<file path="config.mk">
export PLATFORM = sky130hd
export DESIGN_NAME = id_ex_decode
export DESIGN_NICKNAME = d
export VERILOG_FILES = /design/src/rtl/id_ex_decode.sv
export SDC_FILE = /design/constraint.sdc
export NUM_CORES = 1
export LEC_CHECK = 0
export CAP_MARGIN = 25
export CORE_MARGIN = 2
export CORE_UTILIZATION = 44
export CTS_CLUSTER_DIAMETER = 100
export DETAILED_ROUTE_END_ITERATION = 8
export GPL_TIMING_DRIVEN = 0
export HOLD_SLACK_MARGIN = 0.08
export PLACE_DENSITY = 0.8
export SETUP_SLACK_MARGIN = 0.5
export SLEW_MARGIN = 15
export SYNTH_ARGS = -nofsm -noshare
export SYNTH_HDL_FRONTEND = slang
export SYNTH_SLANG_ARGS = --single-unit
</file>
<file path="constraint.sdc">
create_clock -name clk -period 3.9 [get_ports clk]
set_input_delay 0.39 -clock clk [delete_from_list [all_inputs] [get_ports clk]]
set_output_delay 0.39 -clock clk [all_outputs]
set_load 0.01 [all_outputs]
</file>
<file path="src/rtl/id_ex_decode.sv">
// RV32I instruction decode stage feeding the ID/EX pipeline register.
// Decode is purely combinational. The registered copy updates on clk.
// Update priority is flush, then stall, then capture, then bubble.
module id_ex_decode #(
  parameter int XLEN              = 32,
  parameter bit ILLEGAL_AS_BUBBLE = 1'b1
) (
  input  logic            clk,
  input  logic            rst,
  input  logic            in_valid,
  output logic            in_ready,
  input  logic [31:0]     instr,
  input  logic [XLEN-1:0] pc_in,
  input  logic            stall,
  input  logic            flush,
  output logic            out_valid,
  output logic [XLEN-1:0] pc_out,
  output logic [4:0]      rs1_addr,
  output logic [4:0]      rs2_addr,
  output logic [4:0]      rd_addr,
  output logic            reg_write,
  output logic [XLEN-1:0] imm,
  output logic [2:0]      alu_op,
  output logic            asrc,
  output logic            bsrc,
  output logic            sra,
  output logic            shdir,
  output logic            sub,
  output logic            jalr,
  output logic            jal,
  output logic            branch,
  output logic [2:0]      br_funct3,
  output logic            mem_read,
  output logic            mem_write,
  output logic [2:0]      mem_funct3,
  output logic            illegal
);

  localparam logic [6:0] OPC_OP     = 7'b0110011;
  localparam logic [6:0] OPC_OPIMM  = 7'b0010011;
  localparam logic [6:0] OPC_LOAD   = 7'b0000011;
  localparam logic [6:0] OPC_STORE  = 7'b0100011;
  localparam logic [6:0] OPC_LUI    = 7'b0110111;
  localparam logic [6:0] OPC_AUIPC  = 7'b0010111;
  localparam logic [6:0] OPC_JAL    = 7'b1101111;
  localparam logic [6:0] OPC_JALR   = 7'b1100111;
  localparam logic [6:0] OPC_BRANCH = 7'b1100011;

  // One bundle for everything the ID/EX register carries.
  typedef struct packed {
    logic            valid;
    logic [XLEN-1:0] pc;
    logic [4:0]      rs1;
    logic [4:0]      rs2;
    logic [4:0]      rd;
    logic            reg_write;
    logic [XLEN-1:0] imm;
    logic [2:0]      alu_op;
    logic            asrc;
    logic            bsrc;
    logic            sra;
    logic            shdir;
    logic            sub;
    logic            jalr;
    logic            jal;
    logic            branch;
    logic [2:0]      br_funct3;
    logic            mem_read;
    logic            mem_write;
    logic [2:0]      mem_funct3;
    logic            illegal;
  } idex_t;

  logic [6:0]      w_opcode;
  logic [2:0]      w_funct3;
  logic [6:0]      w_funct7;
  logic [XLEN-1:0] w_imm_i;
  logic [XLEN-1:0] w_imm_s;
  logic [XLEN-1:0] w_imm_b;
  logic [XLEN-1:0] w_imm_u;
  logic [XLEN-1:0] w_imm_j;
  logic [XLEN-1:0] w_imm_sh;
  idex_t           w_dec;
  idex_t           r_q;

  assign w_opcode = instr[6:0];
  assign w_funct3 = instr[14:12];
  assign w_funct7 = instr[31:25];

  assign w_imm_i  = {{20{instr[31]}}, instr[31:20]};
  assign w_imm_s  = {{20{instr[31]}}, instr[31:25], instr[11:7]};
  assign w_imm_b  = {{19{instr[31]}}, instr[31], instr[7], instr[30:25], instr[11:8], 1'b0};
  assign w_imm_u  = {instr[31:12], 12'h000};
  assign w_imm_j  = {{11{instr[31]}}, instr[31], instr[19:12], instr[20], instr[30:21], 1'b0};
  assign w_imm_sh = {{(XLEN-5){1'b0}}, instr[24:20]};

  // Combinational decode of the incoming instruction into ID/EX fields.
  always_comb begin
    w_dec       = '0;
    w_dec.valid = 1'b1;
    w_dec.pc    = pc_in;
    w_dec.rs1   = instr[19:15];
    w_dec.rs2   = instr[24:20];
    w_dec.rd    = instr[11:7];
    case (w_opcode)
      OPC_OP: begin
        w_dec.alu_op    = w_funct3;
        w_dec.reg_write = 1'b1;
        w_dec.sub       = !((w_funct3 == 3'b000) && (w_funct7 == 7'b0100000));
        w_dec.sra       = (w_funct3 == 3'b101) && w_funct7[5];
        w_dec.shdir     = (w_funct3 == 3'b001);
        w_dec.illegal   = ((w_funct7 != 7'b0000000) && (w_funct7 != 7'b0100000)) ||
                          ((w_funct7 == 7'b0100000) && (w_funct3 != 3'b000) &&
                           (w_funct3 != 3'b101));
      end
      OPC_OPIMM: begin
        w_dec.alu_op    = w_funct3;
        w_dec.reg_write = 1'b1;
        w_dec.bsrc      = 1'b1;
        w_dec.sub       = 1'b1;
        w_dec.imm       = w_imm_i;
        if (w_funct3 == 3'b001) begin
          // Left shift only exists with an all-zero upper field.
          w_dec.imm     = w_imm_sh;
          w_dec.shdir   = 1'b1;
          w_dec.illegal = (w_funct7 != 7'b0000000);
        end else if (w_funct3 == 3'b101) begin
          w_dec.imm     = w_imm_sh;
          w_dec.sra     = w_funct7[5];
          w_dec.illegal = (w_funct7 != 7'b0000000) && (w_funct7 != 7'b0100000);
        end
      end
      OPC_LOAD: begin
        w_dec.bsrc       = 1'b1;
        w_dec.sub        = 1'b1;
        w_dec.imm        = w_imm_i;
        w_dec.mem_funct3 = w_funct3;
        w_dec.mem_read   = 1'b1;
        w_dec.reg_write  = 1'b1;
        w_dec.illegal    = (w_funct3 == 3'b011) || (w_funct3 == 3'b110) ||
                           (w_funct3 == 3'b111);
      end
      OPC_STORE: begin
        w_dec.bsrc       = 1'b1;
        w_dec.sub        = 1'b1;
        w_dec.imm        = w_imm_s;
        w_dec.mem_funct3 = w_funct3;
        w_dec.mem_write  = 1'b1;
        w_dec.illegal    = (w_funct3 > 3'b010);
      end
      OPC_LUI: begin
        // x0 + imm lets the ALU pass the upper immediate straight through.
        w_dec.rs1       = 5'd0;
        w_dec.bsrc      = 1'b1;
        w_dec.sub       = 1'b1;
        w_dec.imm       = w_imm_u;
        w_dec.reg_write = 1'b1;
      end
      OPC_AUIPC: begin
        w_dec.asrc      = 1'b1;
        w_dec.bsrc      = 1'b1;
        w_dec.sub       = 1'b1;
        w_dec.imm       = w_imm_u;
        w_dec.reg_write = 1'b1;
      end
      OPC_JAL: begin
        w_dec.jal       = 1'b1;
        w_dec.asrc      = 1'b1;
        w_dec.bsrc      = 1'b1;
        w_dec.sub       = 1'b1;
        w_dec.imm       = w_imm_j;
        w_dec.reg_write = 1'b1;
      end
      OPC_JALR: begin
        // B is forced to 4 downstream, so bsrc stays on rs2.
        w_dec.jalr      = 1'b1;
        w_dec.asrc      = 1'b1;
        w_dec.sub       = 1'b1;
        w_dec.imm       = w_imm_i;
        w_dec.reg_write = 1'b1;
      end
      OPC_BRANCH: begin
        w_dec.branch    = 1'b1;
        w_dec.br_funct3 = w_funct3;
        w_dec.imm       = w_imm_b;
        w_dec.illegal   = (w_funct3 == 3'b010) || (w_funct3 == 3'b011);
      end
      default: begin
        w_dec.illegal = 1'b1;
      end
    endcase
    if (ILLEGAL_AS_BUBBLE && w_dec.illegal) begin
      w_dec.reg_write = 1'b0;
      w_dec.mem_read  = 1'b0;
      w_dec.mem_write = 1'b0;
      w_dec.branch    = 1'b0;
      w_dec.jal       = 1'b0;
      w_dec.jalr      = 1'b0;
    end
  end

  // ID/EX register: flush beats stall, stall holds, otherwise capture or bubble.
  always_ff @(posedge clk or posedge rst) begin
    if (rst) begin
      r_q <= '0;
    end else if (flush) begin
      r_q <= '0;
    end else if (!stall) begin
      r_q <= in_valid ? w_dec : '0;
    end
  end

  assign in_ready   = !stall;
  assign out_valid  = r_q.valid;
  assign pc_out     = r_q.pc;
  assign rs1_addr   = r_q.rs1;
  assign rs2_addr   = r_q.rs2;
  assign rd_addr    = r_q.rd;
  assign reg_write  = r_q.reg_write;
  assign imm        = r_q.imm;
  assign alu_op     = r_q.alu_op;
  assign asrc       = r_q.asrc;
  assign bsrc       = r_q.bsrc;
  assign sra        = r_q.sra;
  assign shdir      = r_q.shdir;
  assign sub        = r_q.sub;
  assign jalr       = r_q.jalr;
  assign jal        = r_q.jal;
  assign branch     = r_q.branch;
  assign br_funct3  = r_q.br_funct3;
  assign mem_read   = r_q.mem_read;
  assign mem_write  = r_q.mem_write;
  assign mem_funct3 = r_q.mem_funct3;
  assign illegal    = r_q.illegal;

endmodule

</file>
==> impl_metrics.tcl <==
set metrics [dict create \
    arrival_ns 2.59 \
    drv_cap 0 \
    antenna_found_initial 0 \
    final_util_pct 66.7 \
    drive_above_1_share_pct 6.04 \
    detail-route-antenna-nets 0 \
    drc_errors 0 \
    async_reset_ff_share_pct 100 \
    synth_edf_count 0 \
    post-dp-hpwl_mm 10.2 \
    postCtsSetupRepairBufs 0 \
    die_x_um 103 \
    crit_type "input port to flop" \
    finalNonFillerCells 696 \
    yosysWarnings 0 \
    power.density_nw_per_um2 331 \
    whs_path_depth 2 \
    rr_endpoint "jalr" \
    viasPerCell 5.57 \
    clk_latency_ns 0.36 \
    worstMarginPinSlew_ns 0.798 \
    grt_usage_pct 25.3 \
    htreeDepth 3 \
    hold_viol_final 0 \
    ir_worst_vdd_v 0.000224 \
    max_slew_margin_pct 46.7 \
    crit_path_end_kind "flop" \
    crit_fanout 10 \
    tritoncts "done" \
    min_to "alu_op[2]" \
    placedCellCount 681 \
    skew_ns 0 \
    syn_avg_cell_area_um2 11.5 \
    clk_pin_slew_ns 0.10 \
    final_nets 628 \
    setup_viol 0 \
    start_kind "input port" \
    worstPathRequired_ns 4.15 \
    cts_hold_buf 0 \
    synth-seq-cells 101 \
    post-place-ws_ns 1.20 \
    syn2layout_area_growth_pct 48.7 \
    rsz0062_at_grt "false" \
    period_minus_slack_ns 2.34 \
    r2r_setup_slack_ns 3.14 \
    reg2regPathDepth 1 \
    fin_crit_sh_pct 59.9 \
    place.gp.congestion 0.906 \
    gr-total-overflow 0 \
    die_y_um 103 \
    grt_max_degree 52 \
    synth_nets 448 \
    start_util_pct 44.9 \
    min_from "instr[14]" \
    cts_made_buffers 9 \
    grt_pass1_vias 3918 \
    timing.rr.start "jalr" \
    clockRootBuffer "clkbuf_8" \
    netlist_area_um2 4350 \
    ys_types 52 \
    drv_slew 0 \
    status "finished, final reports clean" \
    nFillCells 794 \
    grt_first_pass_wirelength_mm 20.5 \
    synth_cells 379 \
    fin_hold_ws_ns 0.307 \
    io_buffers 168 \
    yosysSeqAreaShare_pct 58.2 \
    cts.sinks 101 \
    ioPinCount 171 \
    ctsResizeCount 0 \
    vias 3879 \
    wirelength_mm 13.7 \
    drtPass1Iterations 4 \
    final_cell_area_um2 6460 \
    ys.flop_type "dfrtp_1" \
    rows 36 \
    core_um2 9680 \
    drt_iter0_drc 200 \
    design.die.area_um2 10700 \
    leakage_nw 2.78 \
    dpl_cell_area_um2 6230 \
    final.setup.worst_slack_ns 1.56 \
    hold_path.class "input port to flop" \
    max_freq_ghz 0.428 \
    cts_buffer_depth 2 \
    wl_per_cell_um 19.7 \
    antennaDiodeCount 0 \
]
-- flip-flops by register name, indices dropped and copies added, names as in the netlist, 3 cells and up --
name	count
alu_op	3
br_funct3	3
imm	32
mem_funct3	3
pc_out	32
rd_addr	5
rs1_addr	5
rs2_addr	5
-- kinds of logic (layout without fill, tap and decap cells) --
| group | count (synthesis) | in the layout | synth area share (%) |
|---|---|---|---|
| compound gates | 149 | 149 | 26.5 |
| xor+xnor | 1 | 1 | 0.202 |
| buf+inv | 38 | 222 | 4.89 |
| flops | 101 | 101 | 58.2 |
| simple gates | 90 | 90 | 10.2 |
-- Yosys cell counts (2+ instances only) --
library cell / instances / share of area (%)
o21ai_0: 10 / 1.2
nand3_1: 3 / 0.35
a32o_1: 4 / 0.92
clkbuf_8: 5 / 1.6
o21a_1: 3 / 0.52
inv_1: 10 / 0.86
nor3b_1: 2 / 0.35
buf_4: 3 / 0.52
o21ai_1: 20 / 2.3
nor2_1: 18 / 1.6
a22o_1: 73 / 15
dfrtp_1: 101 / 58
nor4_1: 3 / 0.43
nand4_1: 3 / 0.43
o31ai_1: 2 / 0.35
a2111oi_0: 2 / 0.40
buf_1: 3 / 0.26
nor2b_1: 3 / 0.43
nor3_1: 7 / 0.81
a2111o_1: 2 / 0.52
nand2_1: 39 / 3.4
clkbuf_1: 14 / 1.2
a22oi_1: 5 / 0.86
a21oi_1: 16 / 1.8
-- cell usage in the layout (no fill, tap or decap), types with 2 or more instances in the layout --
cell type        instances
nor4_1                   3
inv_1                    9
o21ai_0                 10
a2111o_1                 2
clkdlybuf4s50_1        168
a32o_1                   4
nor2_1                  18
buf_4                    3
o21ai_1                 20
o21a_1                   3
a2111oi_0                2
a21oi_1                 16
inv_6                    2
nand2_1                 39
bufinv_16                3
nand3_1                  3
nor2b_1                  3
dfrtp_1                101
a22o_1                  73
nor3_1                   7
clkbuf_1                15
buf_1                    3
clkbuf_8                14
nand4_1                  3
o31ai_1                  2
nor3b_1                  2
a22oi_1                  5
-- worst max-delay path: stages --
cell and delay [ns]:
clkdlybuf4s50_1 0.56, clkbuf_8 0.25, and4b_1 0.18, o2111ai_1 0.65
nand2_1 0.21, a211oi_1 0.26, o21ai_1 0.08
-- layout make-up --
class / count / area (µm²) / share of cell area [%]
plain buffers: 27 / 171 / 2.65
clock buffers: 10 / 128 / 1.98
repair buffers: 169 / 1710 / 26.5
flip-flops and latches: 101 / 2530 / 39.1
clock inverters: 5 / 108 / 1.67
multi-input cells: 240 / 1610 / 24.8
inverters: 11 / 46.3 / 0.716
well taps: 133 / 166 / 2.58
-- routing by layer --
layer	wire, µm	GRT usage [%]	vias to the layer above
li1	-	-	1787
met1	5710	33.3	1923
met2	6790	41.3	149
met3	969	5.44	20
met4	242	9.11	0
met5	0	0	-
-- how the worst max path moves through the flow --
stage / start / endpoint / slack [ns]
2_1_floorplan: rst / alu_op[0] / 0.86
3_3_place_gp: rst / illegal / -0.52
3_5_place_dp: instr[6] / sub / 1.20
4_1_cts: instr[6] / sub / 1.59
5_1_grt: instr[6] / sub / 1.43
6_report: instr[6] / sub / 1.56
-- power by group --
part | internal, W | switching [W] | total, W
Combinational | 0.000136 | 0.000136 | 0.000271
Sequential | 0.00107 | 0.0000110 | 0.00108
Clock | 0.000427 | 0.000361 | 0.000788
-- stage by stage --
step / setup TNS [ns] / total power (W)
final: 0 / 0.00214
after detailed placement: 0 / 0.00137
after floorplan: 0 / 0.00120
after CTS: 0 / 0.00215
after global placement: -51.50 / 0.00136
after global routing: 0 / 0.00221
Power figures use the tool's default switching activity.
